<file path="src/rtl/axi_log_arbiter.sv">
// axi_log_arbiter
// Collects completed AR/AW handshake events from NUM_REQ address-channel
// monitors into small per-requester FIFOs and drains them round-robin, one
// entry per cycle, into a single BRAM logger trigger/data port. Also
// sequences logger clear/ready/full status and counts events lost to
// FIFO overflow.
module axi_log_arbiter #(
  parameter int unsigned NUM_REQ       = 4,
  parameter int unsigned REQ_DATA_BITW = 48,
  parameter int unsigned FIFO_DEPTH    = 2,
  parameter int unsigned SRC_BITW      = (NUM_REQ > 1) ? $clog2(NUM_REQ) : 1
) (
  input  logic                              Clk_CI,
  input  logic                              Rst_RBI,
  input  logic [NUM_REQ-1:0]                ReqEvent_SI,
  input  logic [NUM_REQ*REQ_DATA_BITW-1:0]  ReqData_DI,
  input  logic                              LogEn_SI,
  input  logic                              Clear_SI,
  input  logic                              LoggerReady_SI,
  input  logic                              LoggerFull_SI,
  output logic                              LogTrigger_SO,
  output logic [REQ_DATA_BITW+SRC_BITW-1:0] LogData_DO,
  output logic [15:0]                       DropCnt_DO,
  output logic                              Overflow_SO,
  output logic                              Busy_SO
);

  localparam int unsigned IDX_BITW = (FIFO_DEPTH > 1) ? $clog2(FIFO_DEPTH) : 1;
  localparam int unsigned PTR_BITW = IDX_BITW + 1;
  localparam int unsigned OUT_BITW = REQ_DATA_BITW + SRC_BITW;

  typedef enum logic [1:0] {
    ST_CLEAR = 2'd0,
    ST_RUN   = 2'd1,
    ST_HALT  = 2'd2
  } state_e;

  // Number of set bits in a per-requester event vector.
  function automatic logic [SRC_BITW:0] popcount(input logic [NUM_REQ-1:0] vec);
    logic [SRC_BITW:0] cnt;
    cnt = '0;
    for (int i = 0; i < NUM_REQ; i++) begin
      cnt = cnt + (SRC_BITW+1)'(vec[i]);
    end
    return cnt;
  endfunction

  state_e                    state_q, state_d;
  logic [SRC_BITW-1:0]       rr_q, rr_d;
  logic [PTR_BITW-1:0]       wr_ptr_q [NUM_REQ];
  logic [PTR_BITW-1:0]       wr_ptr_d [NUM_REQ];
  logic [PTR_BITW-1:0]       rd_ptr_q [NUM_REQ];
  logic [PTR_BITW-1:0]       rd_ptr_d [NUM_REQ];
  logic [REQ_DATA_BITW-1:0]  fifo_mem_q [NUM_REQ][FIFO_DEPTH];
  logic                      trig_q, trig_d;
  logic [OUT_BITW-1:0]       data_q, data_d;
  logic [15:0]               drop_cnt_q, drop_cnt_d;
  logic                      overflow_q, overflow_d;
  logic                      busy_q, busy_d;

  logic [NUM_REQ-1:0]        empty_s;
  logic [NUM_REQ-1:0]        full_s;
  logic [NUM_REQ-1:0]        push_s;
  logic [NUM_REQ-1:0]        pop_s;
  logic [NUM_REQ-1:0]        drop_s;
  logic                      gnt_valid_s;
  logic [SRC_BITW-1:0]       gnt_idx_s;
  logic                      hold_clear_s;
  logic                      accept_s;

  // A pending clear or the CLEAR state keeps every FIFO and the RR pointer at zero.
  assign hold_clear_s = Clear_SI || (state_q == ST_CLEAR);
  // Events are only taken in RUN/HALT while logging is enabled.
  assign accept_s     = LogEn_SI && !hold_clear_s;

  // FIFO status: equal pointers = empty, differing only in the wrap bit = full.
  always_comb begin
    empty_s = '0;
    full_s  = '0;
    for (int i = 0; i < NUM_REQ; i++) begin
      empty_s[i] = (wr_ptr_q[i] == rd_ptr_q[i]);
      full_s[i]  = (wr_ptr_q[i][PTR_BITW-1] != rd_ptr_q[i][PTR_BITW-1]) &&
                   (wr_ptr_q[i][IDX_BITW-1:0] == rd_ptr_q[i][IDX_BITW-1:0]);
    end
  end

  // Round-robin grant: first non-empty FIFO at or after the RR pointer.
  always_comb begin
    logic [SRC_BITW:0] cand;
    gnt_valid_s = 1'b0;
    gnt_idx_s   = '0;
    cand        = '0;
    if ((state_q == ST_RUN) && !Clear_SI && LoggerReady_SI && !LoggerFull_SI) begin
      // Walk from the farthest candidate back to the pointer so the closest wins.
      for (int k = NUM_REQ - 1; k >= 0; k--) begin
        cand = {1'b0, rr_q} + (SRC_BITW+1)'(k);
        if (cand >= (SRC_BITW+1)'(NUM_REQ)) begin
          cand = cand - (SRC_BITW+1)'(NUM_REQ);
        end else begin
          cand = cand;
        end
        if (!empty_s[cand[SRC_BITW-1:0]]) begin
          gnt_valid_s = 1'b1;
          gnt_idx_s   = cand[SRC_BITW-1:0];
        end else begin
          gnt_valid_s = gnt_valid_s;
        end
      end
    end else begin
      gnt_valid_s = 1'b0;
    end
  end

  // Pop/push/drop decisions; a pop in the same cycle frees the slot for a push.
  always_comb begin
    pop_s  = '0;
    push_s = '0;
    drop_s = '0;
    for (int i = 0; i < NUM_REQ; i++) begin
      pop_s[i] = gnt_valid_s && (gnt_idx_s == SRC_BITW'(i));
      if (accept_s && ReqEvent_SI[i]) begin
        if (!full_s[i] || pop_s[i]) begin
          push_s[i] = 1'b1;
        end else begin
          drop_s[i] = 1'b1;
        end
      end else begin
        push_s[i] = 1'b0;
      end
    end
  end

  // Next FIFO pointers, RR pointer and busy flag.
  always_comb begin
    rr_d   = rr_q;
    busy_d = 1'b0;
    for (int i = 0; i < NUM_REQ; i++) begin
      if (hold_clear_s) begin
        wr_ptr_d[i] = '0;
        rd_ptr_d[i] = '0;
      end else begin
        wr_ptr_d[i] = wr_ptr_q[i] + PTR_BITW'(push_s[i]);
        rd_ptr_d[i] = rd_ptr_q[i] + PTR_BITW'(pop_s[i]);
      end
      busy_d = busy_d || (wr_ptr_d[i] != rd_ptr_d[i]);
    end
    if (hold_clear_s) begin
      rr_d = '0;
    end else if (gnt_valid_s) begin
      if (gnt_idx_s == SRC_BITW'(NUM_REQ - 1)) begin
        rr_d = '0;
      end else begin
        rr_d = gnt_idx_s + SRC_BITW'(1);
      end
    end else begin
      rr_d = rr_q;
    end
  end

  // Output strobe/data for the logger and saturating drop bookkeeping.
  always_comb begin
    logic [16:0] cnt_sum;
    trig_d     = gnt_valid_s;
    data_d     = data_q;
    drop_cnt_d = drop_cnt_q;
    overflow_d = overflow_q;
    cnt_sum    = {1'b0, drop_cnt_q} + 17'(popcount(drop_s));
    if (gnt_valid_s) begin
      data_d = {gnt_idx_s, fifo_mem_q[gnt_idx_s][rd_ptr_q[gnt_idx_s][IDX_BITW-1:0]]};
    end else begin
      data_d = data_q;
    end
    if (Clear_SI) begin
      drop_cnt_d = 16'd0;
      overflow_d = 1'b0;
    end else begin
      drop_cnt_d = cnt_sum[16] ? 16'hFFFF : cnt_sum[15:0];
      overflow_d = overflow_q || (drop_s != '0);
    end
  end

  // Controller next state: clear has priority, HALT only leaves via clear.
  always_comb begin
    state_d = state_q;
    if (Clear_SI) begin
      state_d = ST_CLEAR;
    end else begin
      case (state_q)
        ST_CLEAR: state_d = LoggerReady_SI ? ST_RUN : ST_CLEAR;
        ST_RUN:   state_d = LoggerFull_SI ? ST_HALT : ST_RUN;
        ST_HALT:  state_d = ST_HALT;
        default:  state_d = ST_CLEAR;
      endcase
    end
  end

  // Control and output registers, cleared asynchronously.
  always_ff @(posedge Clk_CI or negedge Rst_RBI) begin
    if (!Rst_RBI) begin
      state_q    <= ST_CLEAR;
      rr_q       <= '0;
      trig_q     <= 1'b0;
      data_q     <= '0;
      drop_cnt_q <= 16'd0;
      overflow_q <= 1'b0;
      busy_q     <= 1'b0;
      for (int i = 0; i < NUM_REQ; i++) begin
        wr_ptr_q[i] <= '0;
        rd_ptr_q[i] <= '0;
      end
    end else begin
      state_q    <= state_d;
      rr_q       <= rr_d;
      trig_q     <= trig_d;
      data_q     <= data_d;
      drop_cnt_q <= drop_cnt_d;
      overflow_q <= overflow_d;
      busy_q     <= busy_d;
      for (int i = 0; i < NUM_REQ; i++) begin
        wr_ptr_q[i] <= wr_ptr_d[i];
        rd_ptr_q[i] <= rd_ptr_d[i];
      end
    end
  end

  // FIFO storage; contents are qualified by the pointers so no reset is needed.
  always_ff @(posedge Clk_CI) begin
    for (int i = 0; i < NUM_REQ; i++) begin
      if (push_s[i]) begin
        fifo_mem_q[i][wr_ptr_q[i][IDX_BITW-1:0]] <= ReqData_DI[i*REQ_DATA_BITW +: REQ_DATA_BITW];
      end
    end
  end

  assign LogTrigger_SO = trig_q;
  assign LogData_DO    = data_q;
  assign DropCnt_DO    = drop_cnt_q;
  assign Overflow_SO   = overflow_q;
  assign Busy_SO       = busy_q;

endmodule

</file>
<file path="config.mk">
export PLATFORM = sky130hd
export DESIGN_NAME = axi_log_arbiter
export DESIGN_NICKNAME = d
export VERILOG_FILES = /design/src/rtl/axi_log_arbiter.sv
export SDC_FILE = /design/constraint.sdc
export NUM_CORES = 1
export LEC_CHECK = 0
export BUFFER_PORTS_ARGS = -buffer_cell sky130_fd_sc_hd__buf_2
export CAP_MARGIN = 25
export CORE_ASPECT_RATIO = 0.75
export CORE_MARGIN = 2
export CORE_UTILIZATION = 38
export DETAILED_ROUTE_END_ITERATION = 10
export GPL_ROUTABILITY_DRIVEN = 0
export PLACE_DENSITY = 0.63
export SETUP_SLACK_MARGIN = 0.05
export SYNTH_ARGS = -nofsm -noshare
export SYNTH_HDL_FRONTEND = slang
export SYNTH_SLANG_ARGS = --single-unit
</file>
<file path="constraint.sdc">
create_clock -name Clk_CI -period 6.1 [get_ports Clk_CI]
set_input_delay 0 -clock Clk_CI [delete_from_list [all_inputs] [get_ports Clk_CI]]
set_output_delay 0 -clock Clk_CI [all_outputs]
set_load 0.03 [all_outputs]
</file>
==> results of run 1 <==
[cell usage after synthesis, types with 4 or more instances]
cell / n / area share [%]
sky130_fd_sc_hd__edfxtp_1: 384 / 59
sky130_fd_sc_hd__and3_1: 101 / 3.2
sky130_fd_sc_hd__mux2i_1: 98 / 5.0
sky130_fd_sc_hd__a2111oi_0: 97 / 4.3
sky130_fd_sc_hd__dfrtp_1: 89 / 11
sky130_fd_sc_hd__clkbuf_1: 81 / 1.5
sky130_fd_sc_hd__nor2_1: 76 / 1.5
sky130_fd_sc_hd__a31oi_1: 52 / 1.7
sky130_fd_sc_hd__a2111o_1: 48 / 2.7
sky130_fd_sc_hd__a221o_1: 48 / 2.4
sky130_fd_sc_hd__xnor2_1: 28 / 1.2
sky130_fd_sc_hd__buf_2: 22 / 0.56
sky130_fd_sc_hd__a21oi_1: 21 / 0.53
sky130_fd_sc_hd__ha_1: 17 / 1.1
sky130_fd_sc_hd__inv_1: 12 / 0.23
sky130_fd_sc_hd__and2_1: 9 / 0.29
sky130_fd_sc_hd__xor2_1: 9 / 0.40
sky130_fd_sc_hd__nand3_1: 8 / 0.20
sky130_fd_sc_hd__nand4_1: 8 / 0.25
sky130_fd_sc_hd__o21ai_0: 7 / 0.18
sky130_fd_sc_hd__nand2_1: 6 / 0.11
sky130_fd_sc_hd__buf_6: 5 / 0.29
sky130_fd_sc_hd__nand2b_1: 4 / 0.13
sky130_fd_sc_hd__nor3_1: 4 / 0.10
[final cells by class]
cell class | instances | area, um^2 | area share (%)
inverters | 14 | 56.3 | 0.223
well taps | 666 | 833 | 3.30
clock inverters | 27 | 208 | 0.821
flip-flops and latches | 473 | 13800 | 54.4
diodes | 1 | 2.50 | 0.00990
clock buffers | 60 | 1300 | 5.13
multi-input cells | 678 | 5510 | 21.8
repair buffers | 493 | 3620 | 14.3
[worst register-to-register path: cells and delay by family, from the launching register on]
family	cells	cell delay (ns)
simple gates	8	2.00
xor+xnor	1	0.22
compound gates	3	0.63
buf+inv	4	1.21
fa+ha+maj	3	0.92
flops	1	0.40
[per-layer routing]
metal	track usage (%)	up-vias	routed length (um)
li1	-	6049	-
met1	28.8	6647	24500
met2	33.4	525	26100
met3	3.48	84	3900
met4	5.74	4	1150
met5	0	-	19
[state kept, by name, indices dropped and copies added (netlist names), 2 cells and up]
register,cells
DropCnt_DO,16
rd_ptr_q,8
rr_q,2
wr_ptr_q,8
LogData_DO,50
fifo_mem_q,384
state_q,2
[cells in the final DEF, fill, tap and decap left out, types with 4 or more instances in the layout]
master	count
sky130_fd_sc_hd__nand3_1	8
sky130_fd_sc_hd__ha_1	9
sky130_fd_sc_hd__nand4_1	8
sky130_fd_sc_hd__a221o_1	48
sky130_fd_sc_hd__nand2b_1	4
sky130_fd_sc_hd__and3_1	101
sky130_fd_sc_hd__dlygate4sd3_1	203
sky130_fd_sc_hd__and2_1	9
sky130_fd_sc_hd__inv_1	12
sky130_fd_sc_hd__nor2_1	76
sky130_fd_sc_hd__nor3_1	4
sky130_fd_sc_hd__clkinv_1	8
sky130_fd_sc_hd__a2111oi_0	97
sky130_fd_sc_hd__a21oi_1	21
sky130_fd_sc_hd__nand2_1	6
sky130_fd_sc_hd__clkbuf_1	8
sky130_fd_sc_hd__dfrtp_1	89
sky130_fd_sc_hd__xnor2_1	28
sky130_fd_sc_hd__a2111o_1	48
sky130_fd_sc_hd__buf_2	269
sky130_fd_sc_hd__o21ai_0	7
sky130_fd_sc_hd__edfxtp_1	384
sky130_fd_sc_hd__mux2i_1	98
sky130_fd_sc_hd__buf_4	16
sky130_fd_sc_hd__clkbuf_16	49
sky130_fd_sc_hd__xor2_1	9
sky130_fd_sc_hd__clkinv_2	14
sky130_fd_sc_hd__a31oi_1	52
sky130_fd_sc_hd__ha_4	8
[per-stage QoR]
step,setup WS (ns),util [%]
finish,0.636,49.2
global route,0.198,49.2
CTS,0.622,49.0
detailed placement,0.893,42.1
global placement,0.989,42.1
floorplan,1.09,-
[path summary, 6_finish.rpt]
check,from,endpoint,slack (ns)
max in group asynchronous,Rst_RBI,DropCnt_DO[15],5.46
worst min-delay path,Rst_RBI,LogData_DO[1],0.005
worst max-delay path,rd_ptr_q[5],DropCnt_DO[6],0.64
worst max register to register,rd_ptr_q[5],DropCnt_DO[6],0.64
min in group Clk_CI,ReqEvent_SI[0],wr_ptr_q[6],0.07
worst min register to register,Overflow_SO,Overflow_SO,0.54
[cell families (layout without fill, tap and decap cells)]
kind of cell | count (synthesis) | in the layout
other | 0 | 1
buffers and inverters | 125 | 594
AND/OR/NAND/NOR | 231 | 231
XOR/XNOR | 39 | 39
AO/OA/AOI/OAI | 290 | 290
flip-flops | 473 | 473
multiplexers | 98 | 98
adder cells (fa/ha/maj) | 20 | 20
[power breakdown]
group / switching, uW / internal [uW]
clock: 1210 / 1630
combinational: 230 / 189
sequential: 31.4 / 3560
[timing repair]
item,4_1_cts,5_1_grt
endpoints found under the setup margin,0,0
hold endpoints to repair,425,0
hold buffers,204,0
==> impl_summary.txt, run 1 <==
----------------------------------------------------
[Power]
  Standby leakage power ... 0.00927 uW
  Total power divided by cell area ... 271 mW/mm^2
  Design Power ... 6850 uW
  Highest ir drop seen on vdd ... 0.177 mV

[Global route]
  Largest net degree at the start of global routing ... 99
  Global route overflow ... 0
  Initial antenna violation count ... 3
  Global-route usage over all layers ... 20.6%
  Number of global-route vias before repair ... 13500
  Global-route wire length before repair ... 83200 um

[Yosys]
  Proportion of synthesized chip area in sequential cells ... 70.0%
  Synthesized area per cell ... 15.4 um^2
  Number of enable-type register cells in the synthesized netlist ... 384
  Cell Area, Synth ... 0.0197 mm^2
  Synthesized-area fraction occupied by xor and xnor cells ... 1.81%
  Ys Warns ... 0
  Number of distinct library cells after synthesis ... 52
  Most used flip-flop cell after synthesis ... sky130_fd_sc_hd__edfxtp_1
  Share of the synthesized area in compound gates (AO/OA/AOI/OAI) ... 12.7%
  Syn nets ... 1498
  Main combinational cell family by area after synthesis ... compound AO/OA/AOI/OAI gates
  Post-synthesis adder-cell area fraction ... 1.39%
  Fraction of synthesized area in multiplexers ... 4.99%
  Yosys reg bits ... 473
  Post-synthesis share of cell area spent on and, or, nand and nor gates ... 6.36%
  Async set-or-reset flop fraction in the synthesized netlist ... 18.8%
  Cells after synthesis ... 1276

[Critical path]
  Crit-path slowest cell ... sky130_fd_sc_hd__dlygate4sd3_1
  Levels on crit path ... 19
  Crit path kind ... reg2reg
  CP arrival ... 5.95 ns
  Depth of the worst register-to-register path ... 19
  Startpoint class of the critical path ... register
  Buf/Inv on CP ... 4
  Maximum fanout encountered on the critical timing path ... 98
  Endpoint type of the worst setup path ... register
  Critical path data required time ... 6.59 ns
  Largest delay share family, worst path ... simple AND/OR/NAND/NOR gates
  Most frequent cell on the critical path ... sky130_fd_sc_hd__and3_1
  CP Cell Sequence ... xor2_1 > nor2_1 > a22oi_1 > nor2_4 > clkinv_2 > buf_4 > ha_1 > a21oi_1 > nand4_1 > dlygate4sd3_1 > fa_1 > inv_1 > fa_1 > and3_1 > and3_1 > and3_1 > nand4_1 > or3_1 > a21oi_1
  Largest stage delay on the critical path ... 0.63 ns

[Final layout]
  Layout overhead on the synthesized area ... 28.6%
  Total Nets Final ... 1929
  Design Area, Final ... 0.0253 mm^2
  Number of inserted filler cells in the final layout ... 4449
  Number of standard cells in the final layout excluding fillers ... 2412
  Fraction of layout cells with a size suffix above 1 ... 22.2%

[Flow run]
  Count of max-cap constraint violations ... 0

[Clock network]
  Number of buffers inserted during clock tree synthesis ... 47
  Cell at the root of the clock tree ... sky130_fd_sc_hd__clkbuf_16
  Post-cts repair resize count ... 0
  Longest Clk Path Bufs ... 3
  Post-CTS repair timing setup buffer count ... 0
  CTS tree ... yes
  Clock network latency to the later pin of the worst-skew pair ... 0.58 ns
  Clock edge transition at the registers on the reported setup and hold paths ... 0.06 ns
  Sink Count ... 473
  Number of H-tree levels ... 2

[Floorplan]
  Die height ... 201 um
  Initial Util ... 38.3%
  Placement Rows ... 72
  DIE AREA ... 0.0536 mm^2
  Die extent in x ... 267 um
  IO Pins ... 271
  Core Box Area ... 0.0513 mm^2

[STA]
  Post-Route Skew ... 0.0164 ns
  Relative slew slack ... 29.7%
  Max-slew violation count ... 0
  Period utilization ... 89.6%
  Setup repair after global routing missed its margin ... false
  Minimum period implied by the final worst setup slack ... 5.46 ns
  Upper clock frequency limit ... 0.183 GHz
  Final TNS setup ... 0 ns
  Final hold vios ... 0
  Worst hold margin ... 0.00534 ns
  Final-report setup violation count ... 0
  Slew at the pin with the worst max-slew slack ... 1.05 ns

[Drt]
  Via-per-instance ratio ... 5.52
  Post-route antenna net violation count ... 0
  Starting DRT DRC Count ... 1018
  Vias after detailed routing ... 13300
  Detailed Routing Iterations Pass 1 ... 6
  Post-detailed-routing wire length ... 55700 um
  Detail-routed net length per standard cell ... 23.1 um
  Total DRC errors in the routed layout ... 0

[Placed design]
  Post-detail-place hpwl ... 31900 um
  DP Cell Count ... 2116
  Cell area after placement ... 0.0216 mm^2
  IO buf count ... 270

[Outcome]
  Outcome ... finished, final reports clean

[Min path]
  Hold/Removal Path Class ... in2async

----------------------------------------------------
(Power assumes the default switching activity.)
==> inputs of run 2 (changes only) <==
Clock period 6.1 ns to 5.4 ns, I/O delays scaled along.
==> impl_summary.txt, run 2 (synthesis results as in run 1) <==
----------------------------------------------------
[STA]
  Period utilization ... 93.3%
  Setup repair after global routing missed its margin ... false
  Final TNS setup ... 0 ns
  Relative slew slack ... 27.5%
  Slew at the pin with the worst max-slew slack ... 1.09 ns
  Post-Route Skew ... 0.0222 ns
  Max-slew violation count ... 0
  Upper clock frequency limit ... 0.199 GHz
  Minimum period implied by the final worst setup slack ... 5.04 ns
  Final-report setup violation count ... 0
  Final hold vios ... 0

[Critical path]
  CP Cell Sequence ... xor2_2 > or2_2 > a21oi_1 > o31ai_4 > nor2_8 > inv_4 > ha_1 > a21oi_1 > nand4_1 > fa_1 > fa_1 > inv_1 > fa_1 > and3_1 > and3_1 > and3_2 > nand4_1 > or3_4 > a21oi_1
  Maximum fanout encountered on the critical timing path ... 12
  Startpoint of the worst register-to-register path ... rd_ptr_q[7]
  Endpoint type of the worst setup path ... register
  Largest stage delay on the critical path ... 0.52 ns
  Startpoint class of the critical path ... register
  Reg-to-reg critical path endpoint ... DropCnt_DO[4]
  Crit path kind ... reg2reg
  Crit-path slowest cell ... sky130_fd_sc_hd__fa_1
  Reg2reg setup slack ... 0.36 ns
  Buf/Inv on CP ... 2
  Largest delay share family, worst path ... simple AND/OR/NAND/NOR gates
  CP arrival ... 5.52 ns
  Critical path data required time ... 5.89 ns
  Depth of the worst register-to-register path ... 19

[Power]
  Highest ir drop seen on vdd ... 0.219 mV
  Share of power burned in registers ... 51.3%
  Standby leakage power ... 0.00934 uW
  Net switching component of the power ... 1700 uW
  Net Sw Frac ... 21.5%
  Clock power share ... 42.6%
  Cell-internal power ... 6200 uW
  Combinational share of power ... 6.0%
  Total power divided by cell area ... 310 mW/mm^2

[Clock network]
  Clock network latency to the later pin of the worst-skew pair ... 0.59 ns
  CTS tree ... yes
  Sink Count ... 473
  Clock edge transition at the registers on the reported setup and hold paths ... 0.07 ns
  Number of buffers inserted during clock tree synthesis ... 47
  Number of H-tree levels ... 2
  Longest Clk Path Bufs ... 3
  Cell at the root of the clock tree ... sky130_fd_sc_hd__clkbuf_16

[Floorplan]
  Placement Rows ... 72
  DIE AREA ... 0.0536 mm^2
  Die extent in x ... 267 um
  Core Box Area ... 0.0513 mm^2
  Initial Util ... 38.3%
  Die height ... 201 um
  IO Pins ... 271

[Global route]
  Largest net degree at the start of global routing ... 99
  Global route overflow ... 0
  Global-route usage over all layers ... 20.9%
  Number of global-route vias before repair ... 13400
  Global-route wire length before repair ... 83900 um
  Initial antenna violation count ... 2

[Drt]
  Starting DRT DRC Count ... 1194
  Met1 Routed Length ... 25400 um
  Metal2 WL ... 26700 um
  Post-route antenna net violation count ... 0
  Via-per-instance ratio ... 5.54
  Top layer reached by signal wires ... met5
  Met3 routed wirelength ... 4100 um
  Detailed Routing Iterations Pass 1 ... 5
  Vias after detailed routing ... 13400
  Total DRC errors in the routed layout ... 0
  Post-detailed-routing wire length ... 57300 um
  Detail-routed net length per standard cell ... 23.7 um

[Outcome]
  Outcome ... finished, final reports clean

[Final layout]
  Number of standard cells in the final layout excluding fillers ... 2423
  Most frequent cells in the layout ... 384 x sky130_fd_sc_hd__edfxtp_1, 269 x sky130_fd_sc_hd__buf_2, 204 x sky130_fd_sc_hd__dlygate4sd3_1
  Most common library cell in the layout ignoring fill and taps ... sky130_fd_sc_hd__edfxtp_1
  Final design utilization ... 49.6%
  Number of inserted filler cells in the final layout ... 4417
  Layout overhead on the synthesized area ... 29.4%
  Total Nets Final ... 1940
  Multi-input logic area ... 0.00554 mm^2
  Largest register FFs ... 384
  Design Area, Final ... 0.0255 mm^2
  Fraction of layout cells with a size suffix above 1 ... 22.8%
  FF/Latch Area ... 0.0138 mm^2

[Min path]
  Hold/Removal Path Class ... in2async

[Flow run]
  Count of max-cap constraint violations ... 0

[Placed design]
  Cell area after placement ... 0.0217 mm^2
  DP Cell Count ... 2123
  IO buf count ... 270
  Post-detail-place hpwl ... 33000 um

----------------------------------------------------
run 2: final cells by class:
| class | count | share of cell area, % |
|---|---|---|
| Sequential cell | 473 | 54.0 |
| Multi-Input combinational cell | 678 | 21.8 |
| Timing Repair Buffer | 504 | 14.5 |
| Clock buffer | 63 | 5.02 |
| Tap cell | 666 | 3.27 |
| Clock inverter | 24 | 1.15 |
| Inverter | 14 | 0.221 |
| Antenna cell | 1 | 0.00983 |
run 2: how the worst max path moves through the flow:
| stage | from | to | slack (ns) | cells after the start |
|---|---|---|---|---|
| floorplan | rd_ptr_q[2] | DropCnt_DO[13] | 0.39 | 21 |
| global placement | rd_ptr_q[1] | DropCnt_DO[13] | 0.47 | 19 |
| detailed placement | rd_ptr_q[1] | DropCnt_DO[13] | 0.31 | 19 |
| CTS | rd_ptr_q[1] | DropCnt_DO[13] | 0.15 | 18 |
| global route | rd_ptr_q[5] | DropCnt_DO[13] | 0.02 | 19 |
| finish | rd_ptr_q[7] | DropCnt_DO[4] | 0.36 | 19 |
run 2: through the flow:
step           hold slack (ns)  setup WS [ns]  total power (uW)
3_5_place_dp           -0.0487          0.307              4480
2_1_floorplan           -0.296          0.393              4270
5_1_grt                 0.0151         0.0225              8140
6_report               0.00142          0.364              7900
4_1_cts                0.00252          0.150              7940
3_3_place_gp           -0.0555          0.474              4470
run 2: repair_timing:
action                                  CTS  global route
setup buffers                             0             4
hold buffers                            205             0
endpoints found under the setup margin    0            13
endpoints found under the hold margin   425             0
resized for setup                         0             6
run 2: per-layer routing:
| metal | global-route usage (%) | vias up |
|---|---|---|
| met5 | 0 | - |
| met4 | 5.92 | 4 |
| met3 | 3.96 | 84 |
| met2 | 33.0 | 529 |
| met1 | 29.6 | 6730 |
| li1 | - | 6074 |
run 2: worst min-delay path, stage by stage:
cell                            delay (ns)
sky130_fd_sc_hd__dlygate4sd3_1        0.55
sky130_fd_sc_hd__buf_4                0.18
sky130_fd_sc_hd__buf_4                0.21
run 2: power by group through the flow:
| stage | Combinational [uW] | Clock, uW | Sequential [uW] |
|---|---|---|---|
| floorplan | 75.2 | 0 | 4190 |
| global placement | 345 | 0 | 4130 |
| detailed placement | 355 | 0 | 4130 |
| CTS | 474 | 3420 | 4050 |
| global route | 510 | 3570 | 4060 |
| finish | 477 | 3370 | 4050 |
